[config.mk]
export PLATFORM = sky130hd
export DESIGN_NAME = multicycle_sequencer
export DESIGN_NICKNAME = d
export VERILOG_FILES = /design/src/rtl/multicycle_sequencer.sv
export SDC_FILE = /design/constraint.sdc
export NUM_CORES = 1
export LEC_CHECK = 0
export ABC_AREA = 1
export CELL_PAD_IN_SITES_DETAIL_PLACEMENT = 2
export CELL_PAD_IN_SITES_GLOBAL_PLACEMENT = 2
export CORE_MARGIN = 1
export CORE_UTILIZATION = 29
export DETAILED_ROUTE_END_ITERATION = 8
export PLACE_DENSITY_LB_ADDON = 0.1
export SLEW_MARGIN = 0
export SYNTH_ARGS = -nofsm -noshare
export SYNTH_HDL_FRONTEND = slang
export SYNTH_SLANG_ARGS = --single-unit
[constraint.sdc]
create_clock -name clk -period 2.6 [get_ports clk]
set_clock_uncertainty 0.15 [all_clocks]
set_input_delay 0.39 -clock clk [delete_from_list [all_inputs] [get_ports clk]]
set_output_delay 0.39 -clock clk [all_outputs]
set_load 0.005 [all_outputs]
[src/rtl/multicycle_sequencer.sv]
// Main control sequencer for the multicycle MIPS datapath.
// Walks each instruction through IF/ID/EX/MEM/WB, raising the PC, IR,
// ALU-latch, memory and register-file strobes, with a memory-wait
// watchdog, halt handling, illegal-instruction trap and retire counter.
module multicycle_sequencer #(
    parameter int CNT_W    = 32,
    parameter int MAX_WAIT = 15
) (
    input  logic             clk,
    input  logic             rst,
    input  logic             i_mem_ready,
    input  logic             i_isLoad,
    input  logic             i_dMemWe,
    input  logic             i_regWe,
    input  logic [3:0]       i_BRop,
    input  logic [4:0]       i_sALU,
    input  logic             i_halt,
    output logic [2:0]       o_state,
    output logic             o_memRe,
    output logic             o_memWe,
    output logic             o_irWe,
    output logic             o_pcWe,
    output logic             o_pcBrWe,
    output logic             o_aluLatch,
    output logic             o_regWe,
    output logic             o_illegal,
    output logic             o_timeout,
    output logic [CNT_W-1:0] o_retired
);

    typedef enum logic [2:0] {
        S_IF   = 3'd0,
        S_ID   = 3'd1,
        S_EX   = 3'd2,
        S_MEM  = 3'd3,
        S_WB   = 3'd4,
        S_HALT = 3'd5
    } state_t;

    localparam logic [3:0] BR_NONE    = 4'd13;
    localparam logic [4:0] ALU_NONE   = 5'd13;
    localparam logic [7:0] WAIT_LIMIT = 8'(MAX_WAIT);

    state_t           state;
    state_t           state_nxt;
    logic [7:0]       wait_cnt;
    logic [CNT_W-1:0] retired_q;
    logic             illegal_q;
    logic             timeout_q;

    logic is_branch;
    logic is_link;
    logic is_illegal;
    logic waiting;
    logic wait_trip;
    logic retire;
    logic set_illegal;
    logic set_timeout;

    assign is_branch  = (i_BRop != BR_NONE);
    assign is_link    = (i_BRop == 4'd2) || (i_BRop == 4'd3) ||
                        (i_BRop == 4'd4) || (i_BRop == 4'd7);
    assign is_illegal = (i_BRop == BR_NONE) && (i_sALU == ALU_NONE) &&
                        !i_isLoad && !i_dMemWe;

    // A memory wait is an IF or MEM cycle without ready; the trip fires on
    // the wait cycle that brings the count up to MAX_WAIT.
    assign waiting   = ((state == S_IF) || (state == S_MEM)) && !i_mem_ready;
    assign wait_trip = waiting && ((wait_cnt + 8'd1) == WAIT_LIMIT);

    // State register.
    always_ff @(posedge clk) begin
        if (rst) begin
            state <= S_IF;
        end else begin
            state <= state_nxt;
        end
    end

    // Wait counter, retire counter and sticky fault flags.
    always_ff @(posedge clk) begin
        if (rst) begin
            wait_cnt  <= 8'd0;
            retired_q <= '0;
            illegal_q <= 1'b0;
            timeout_q <= 1'b0;
        end else begin
            if (waiting && (state_nxt == state)) begin
                wait_cnt <= wait_cnt + 8'd1;
            end else begin
                wait_cnt <= 8'd0;
            end
            if (retire) begin
                retired_q <= retired_q + CNT_W'(1);
            end
            if (set_illegal) begin
                illegal_q <= 1'b1;
            end
            if (set_timeout) begin
                timeout_q <= 1'b1;
            end
        end
    end

    // Next-state decode; every path that completes an instruction funnels
    // through the retire flag so the halt request is honoured in one place.
    always_comb begin
        state_nxt   = state;
        retire      = 1'b0;
        set_illegal = 1'b0;
        set_timeout = 1'b0;
        case (state)
            S_IF: begin
                if (i_mem_ready) begin
                    state_nxt = S_ID;
                end else if (wait_trip) begin
                    state_nxt   = S_HALT;
                    set_timeout = 1'b1;
                end
            end
            S_ID: begin
                if (is_illegal) begin
                    state_nxt   = S_HALT;
                    set_illegal = 1'b1;
                end else begin
                    state_nxt = S_EX;
                end
            end
            S_EX: begin
                if (is_branch) begin
                    if (is_link) begin
                        state_nxt = S_WB;
                    end else begin
                        retire = 1'b1;
                    end
                end else if (i_isLoad || i_dMemWe) begin
                    state_nxt = S_MEM;
                end else if (i_regWe) begin
                    state_nxt = S_WB;
                end else begin
                    retire = 1'b1;
                end
            end
            S_MEM: begin
                if (i_mem_ready) begin
                    if (i_isLoad) begin
                        state_nxt = S_WB;
                    end else begin
                        retire = 1'b1;
                    end
                end else if (wait_trip) begin
                    state_nxt   = S_HALT;
                    set_timeout = 1'b1;
                end
            end
            S_WB: begin
                retire = 1'b1;
            end
            S_HALT: begin
                if (!illegal_q && !timeout_q && !i_halt) begin
                    state_nxt = S_IF;
                end
            end
            default: begin
                state_nxt = S_IF;
            end
        endcase
        if (retire) begin
            state_nxt = i_halt ? S_HALT : S_IF;
        end
    end

    // Strobe decode from the current state; reset masks everything.
    always_comb begin
        o_memRe    = 1'b0;
        o_memWe    = 1'b0;
        o_irWe     = 1'b0;
        o_pcWe     = 1'b0;
        o_pcBrWe   = 1'b0;
        o_aluLatch = 1'b0;
        o_regWe    = 1'b0;
        if (!rst) begin
            case (state)
                S_IF: begin
                    o_memRe = 1'b1;
                    o_irWe  = i_mem_ready;
                    o_pcWe  = i_mem_ready;
                end
                S_EX: begin
                    o_aluLatch = 1'b1;
                    o_pcBrWe   = is_branch;
                end
                S_MEM: begin
                    o_memRe = i_isLoad;
                    o_memWe = i_dMemWe;
                end
                S_WB: begin
                    o_regWe = 1'b1;
                end
                default: begin
                end
            endcase
        end
    end

    assign o_state   = rst ? 3'd0 : state;
    assign o_illegal = illegal_q;
    assign o_timeout = timeout_q;
    assign o_retired = retired_q;

endmodule

==> results.toml, run 1 <==
[cts]
path_clk_slew_ps = 100
cts_resized = 0
htree_num_levels = 2
post_cts_buffers = 0
cts.sinks = 45
clk-insertion-delay-late_ps = 310
root_buffer = "clkbuf_8"
cts_max_path_buffers = 2
cts_tree = "done"
cts_made_buffers = 5
hold_buffers = 0

[floorplanning]
start_util = 0.302
core-area_sq_um = 9330
rows = 35
dieArea_sq_um = 10100
pin_count = 60
die_h_microns = 101
die_width_microns = 101

[logic_synthesis]
syn_area_sq_um = 2820
ys.flop_type = "dfxtp_1"
syn_inst = 442
synth_edf_count = 0
ys_seq_area_frac = 0.320
avgSynthCellArea_sq_um = 6.37
synth_nets = 461
ys_ff_latch = 45
yosys_warnings = 0
synth-async-reset-ratio = 0
synth_cell_types = 35

[placed_design]
gp_congestion = 0.850
dp_hpwl_microns = 7890
io_buffers = 59

[detailed_routing]
drt_iter0_markers = 77
dr.pass1.iters = 4
drt.antenna.violating_nets = 0
routed_wirelength_microns = 9890
routed_via_density = 5.00
drc = 0
avgRoutedWirePerCell_microns = 15.6
vias = 3161

[finish]
diodes = 0
drive_above_1_share = 0.0636
finalNetCount = 521
nFillCells = 1157
area_growth_pct = 30.0

[worst_setup_path]
crit_start = "state[2]"
crit_path_start_kind = "flop"
arrival_ps = 1940
crit_path_end_kind = "primary output"
worstSetupPathType = "reg -> out"
r2r-start = "state[2]"
r2r_slack_ps = 450
worstPathRequired_ps = 2060
worst-path-max-fanout = 6

[global_route]
grt_pass1_vias = 3521
grt_max_degree = 19
grt_overflow = 0
grt_antenna_before_repair = 0
grt_util_all_layers = 0.210
grt_pass1_wl_microns = 16900

[sta]
rsz0062_at_grt = "no"
fin_crit_ps = 2480
relSlewSlack = 0.595
fmax_ghz = 0.404
finalCritPeriodShare = 0.952
setup_viol = 0
tns_ps = 0
holdWs_ps = 351
maxSlewViolCount = 0
hold_viol = 0
tightest_slew_ps = 602

[pwr]
seqPwrFrac = 0.391
comb_power_share = 0.376
vdd_drop_max_uv = 234
p_clk_frac = 0.233
power_leakage_nw = 1.35
power.density_nw_per_um2 = 549
total_power_w = 0.00201
power.internal_w = 0.00122
p_sw_w = 0.000787
switching_share = 0.392

[hold_path]
hp-class = "reg -> reg"
min_from = "wait_cnt[0]"

[flow_run]
cap_viol_max_count = 0

[status]
outcome = "complete, no violations"
[synthesized netlist by cell type, drive strengths merged, types with 2 or more instances]
cell,number,area (sq um)
nand2,111,429
inv,57,214
nor2,56,228
dfxtp,45,901
a21oi,35,175
nand3,32,175
nor3,24,140
nand4,18,113
o21ai,18,90.1
buf,8,60.1
xnor2,8,70.1
xor2,6,52.6
clkbuf,5,18.8
nor4,5,31.3
ha,3,37.5
or2,2,15.0
[layout by cell type, fill, tap and decap left out, types with 2 or more instances in the layout]
cell type / netlist / layout
buf_12: 0 / 2
inv_1: 55 / 55
nand2_1: 108 / 108
xnor2_1: 8 / 8
nand3_1: 29 / 29
nand4_1: 18 / 18
ha_1: 3 / 3
nor2_4: 2 / 2
nor3_1: 20 / 20
nand3_2: 3 / 3
nor2_1: 53 / 53
nand2_2: 2 / 2
clkbuf_8: 0 / 5
o21ai_0: 18 / 18
inv_2: 2 / 2
nor3_2: 4 / 4
xor2_1: 6 / 6
buf_4: 3 / 5
clkdlybuf4s50_1: 0 / 59
dfxtp_1: 45 / 45
a21oi_1: 35 / 35
nor4_1: 5 / 5
[kinds of logic after synthesis]
kind of cell,after synthesis,synth area share
buffers and inverters,70,0.104
adders and majority gates,3,0.0133
and+or+nand+nor,252,0.412
DFF,45,0.320
xor gates and xnor gates,14,0.0436
AOI/OAI and AO/OA,58,0.108
[per-layer routing]
metal  global-route usage  part of all wire  routed length [microns]
met1                0.238              0.42                     4200
met2                0.409              0.53                     5280
met3               0.0229             0.021                      206
met4               0.0658             0.021                      205
met5                    0                 0                        0
[registers in the layout, indices dropped and copies added (netlist names)]
register / flops
o_retired: 32
state: 3
o_timeout: 1
o_illegal: 1
wait_cnt: 8
[per-stage QoR]
stage,instance area (sq um),setup slack (ps),instances,utilization
finish,3660,124,632,0.392
global route,3660,10.2,632,0.392
CTS,3660,126,632,0.392
detailed placement,3570,109,624,0.382
global placement,3570,216,624,0.382
floorplan,2820,872,442,-
[worst max-delay path, cell delays in order (launching register included)]
cell             delay, ps
dfxtp_1                330
inv_1                  180
nand3_1                240
inv_1                  180
nand2_1                 70
a21oi_1                130
clkdlybuf4s50_1        510
[power by group through the flow]
stage | clock network (W) | registers [W] | logic [W]
floorplan | 0 | 0.000782 | 0.000495
global placement | 0 | 0.000801 | 0.000737
CTS | 0.000483 | 0.000789 | 0.000774
detailed placement | 0 | 0.000803 | 0.000770
global route | 0.000509 | 0.000795 | 0.000852
finish | 0.000468 | 0.000787 | 0.000755
[final cells by class]
class                      instances  area (sq um)  area share
sequential                        45           901       0.246
tap                              129           161      0.0441
clock buffer                       5          68.8      0.0188
multi-input combinational        327          1620       0.443
timing repair buffer              66           668       0.183
inverter                          57           214      0.0585
clock inverter                     3          25.0     0.00684
[path summary, 6_finish.rpt]
path                               endpoint  depth (start not counted)
worst max-delay path                o_memRe                          6
worst min-delay path            wait_cnt[0]                          1
worst max register to register  wait_cnt[2]                         13
worst min register to register  wait_cnt[0]                          1
Power figures use the tool's default switching activity.
==> run 2, diff against run 1 <==
--- a/config.mk
+++ b/config.mk
@@ -12,6 +12,7 @@
 export CORE_UTILIZATION = 29
 export DETAILED_ROUTE_END_ITERATION = 8
 export PLACE_DENSITY_LB_ADDON = 0.1
+export REMOVE_ABC_BUFFERS = 1
 export SLEW_MARGIN = 0
 export SYNTH_ARGS = -nofsm -noshare
 export SYNTH_HDL_FRONTEND = slang
==> run 2 against run 1 <==
Register-to-register slack got worse by 40 ps. Critical path type unchanged. Sequential share of layout area rose by 0.051 points. Critical path depth fell by 1. Critical endpoint is now o_pcWe. Final cell count did not move. Sequential power fell by 0.9%. Non-clock buffer count did not move. Die area did not move. Core utilization fell by 0.081 points. Largest power group unchanged. Power rose by 0.15%. Largest cell class unchanged. Count of clock-buffer cells in the layout did not move. Flip-flop and latch count did not move.
==> results.toml, run 2 (same netlist as run 1, synthesis figures left out) <==
[flow_run]
cap_viol_max_count = 0

[sta]
fin_crit_ps = 2430
rsz0062_at_grt = "no"
holdWs_ps = 347
setup_viol = 0
hold_viol = 0
relSlewSlack = 0.554
finalCritPeriodShare = 0.935
tightest_slew_ps = 663
fmax_ghz = 0.412
tns_ps = 0
maxSlewViolCount = 0

[finish]
layout_common_cells = "nand2_1 (108), clkdlybuf4s50_1 (59), inv_1 (55)"
area_growth_pct = 29.7
finalNetCount = 521
drive_above_1_share = 0.0656
diodes = 0
nFillCells = 1178
final_common_cell = "nand2_1"
largest_register_ffs = 32

[worst_setup_path]
worstRegToRegCells = 10
cp_top_family = "buffers and inverters"
max_stage_delay_ps = 550
crit_path_start_kind = "flop"
worstPathRequired_ps = 2060
crit_start = "state[2]"
crit_chain = "inv_1, buf_4, nand3_2, nor3_1, clkdlybuf4s50_1"
crit_slowest_cell = "clkdlybuf4s50_1"
arrival_ps = 1890
worstSetupPathType = "reg -> out"
path_buf_inv = 3
crit_path_end_kind = "primary output"
cp.depth = 5
r2r-start = "state[2]"
worst-path-max-fanout = 7

[floorplanning]
die_width_microns = 101
start_util = 0.302
die_h_microns = 101
pin_count = 60
rows = 35
core-area_sq_um = 9330
dieArea_sq_um = 10100

[cts]
cts_tree = "done"
htree_num_levels = 2
path_clk_slew_ps = 100
clk-insertion-delay-late_ps = 310
cts_max_path_buffers = 2
root_buffer = "clkbuf_8"
post_cts_buffers = 0
cts.sinks = 45
cts_made_buffers = 5

[detailed_routing]
dr.pass1.iters = 4
wl_met2_microns = 5200
drt.antenna.violating_nets = 0
top_layer_used = "met4"
avgRoutedWirePerCell_microns = 15.3
routed_wirelength_microns = 9680
routed_via_density = 4.98
wl_met1_microns = 4220
drt_iter0_markers = 116
vias = 3146
drc = 0
wl_met3_microns = 188

[placed_design]
gp_congestion = 0.779
dp_hpwl_microns = 7660
io_buffers = 59

[global_route]
grt_pass1_wl_microns = 16300
grt_pass1_vias = 3291
grt_overflow = 0
grt_util_all_layers = 0.202
grt_antenna_before_repair = 0
grt_max_degree = 25

[pwr]
total_power_w = 0.00201
vdd_drop_max_uv = 212
power_leakage_nw = 1.34
power.density_nw_per_um2 = 551

[hold_path]
min_from = "wait_cnt[0]"
min_delay_path_depth = 1
hp-class = "reg -> reg"

[status]
outcome = "complete, no violations"
==> run 2: changes by cell type in the layout (fill, tap and decap cells not counted) <==
cell and change:
nand3_2 +1, inv_6 +1, buf_4 +1, clkinv_4 -1, buf_12 -1, nand3_1 -1
==> run 2: stage by stage <==
step,instances,setup WS (ps),util,area [sq um]
2_1_floorplan,429,596,-,2740
3_5_place_dp,624,93.8,0.381,3550
5_1_grt,632,18.1,0.392,3650
3_3_place_gp,624,178,0.381,3550
6_report,632,170,0.392,3650
4_1_cts,632,129,0.391,3650
==> run 2: worst register-to-register path, stage by stage, from the launching register on <==
cell     delay, ps
dfxtp_1        340
inv_1          160
buf_4          190
nand3_1        130
o22a_2         230
nand2_4        190
nand4_1        180
nor2_1         270
nand4_1        130
nand2_1         80
nor2_1          40
==> run 2: cell type report <==
cell class	instances	area, sq um	area share
multi-input combinational	327	1630	0.445
sequential	45	901	0.247
timing repair buffer	66	656	0.180
inverter	57	214	0.0586
tap	129	161	0.0442
clock buffer	5	68.8	0.0188
clock inverter	3	25.0	0.00685
==> run 2: repair_timing <==
item / 4_1_cts / 5_1_grt
hold buffers: 0 / 0
endpoints found under the setup margin: 0 / 1
resized for setup: 0 / 1
==> run 2: worst paths after layout <==
path / slack [ps] / endpoint
worst max-delay path: 170 / o_pcWe
worst min-delay path: 350 / wait_cnt[0]
worst max register to register: 410 / o_retired[14]
worst min register to register: 350 / wait_cnt[0]
==> run 2: where the power goes <==
part	switching [W]	internal (W)	leakage, nW
sequential	0.0000496	0.000730	0.363
clock	0.000284	0.000197	0.0452
combinational	0.000457	0.000296	0.933
total	0.000790	0.00122	1.34
==> run 2: layer usage <==
layer | track usage | vias up
li1 | - | 1555
met5 | 0 | -
met3 | 0.0257 | 6
met2 | 0.396 | 48
met4 | 0.0334 | 0
met1 | 0.235 | 1537
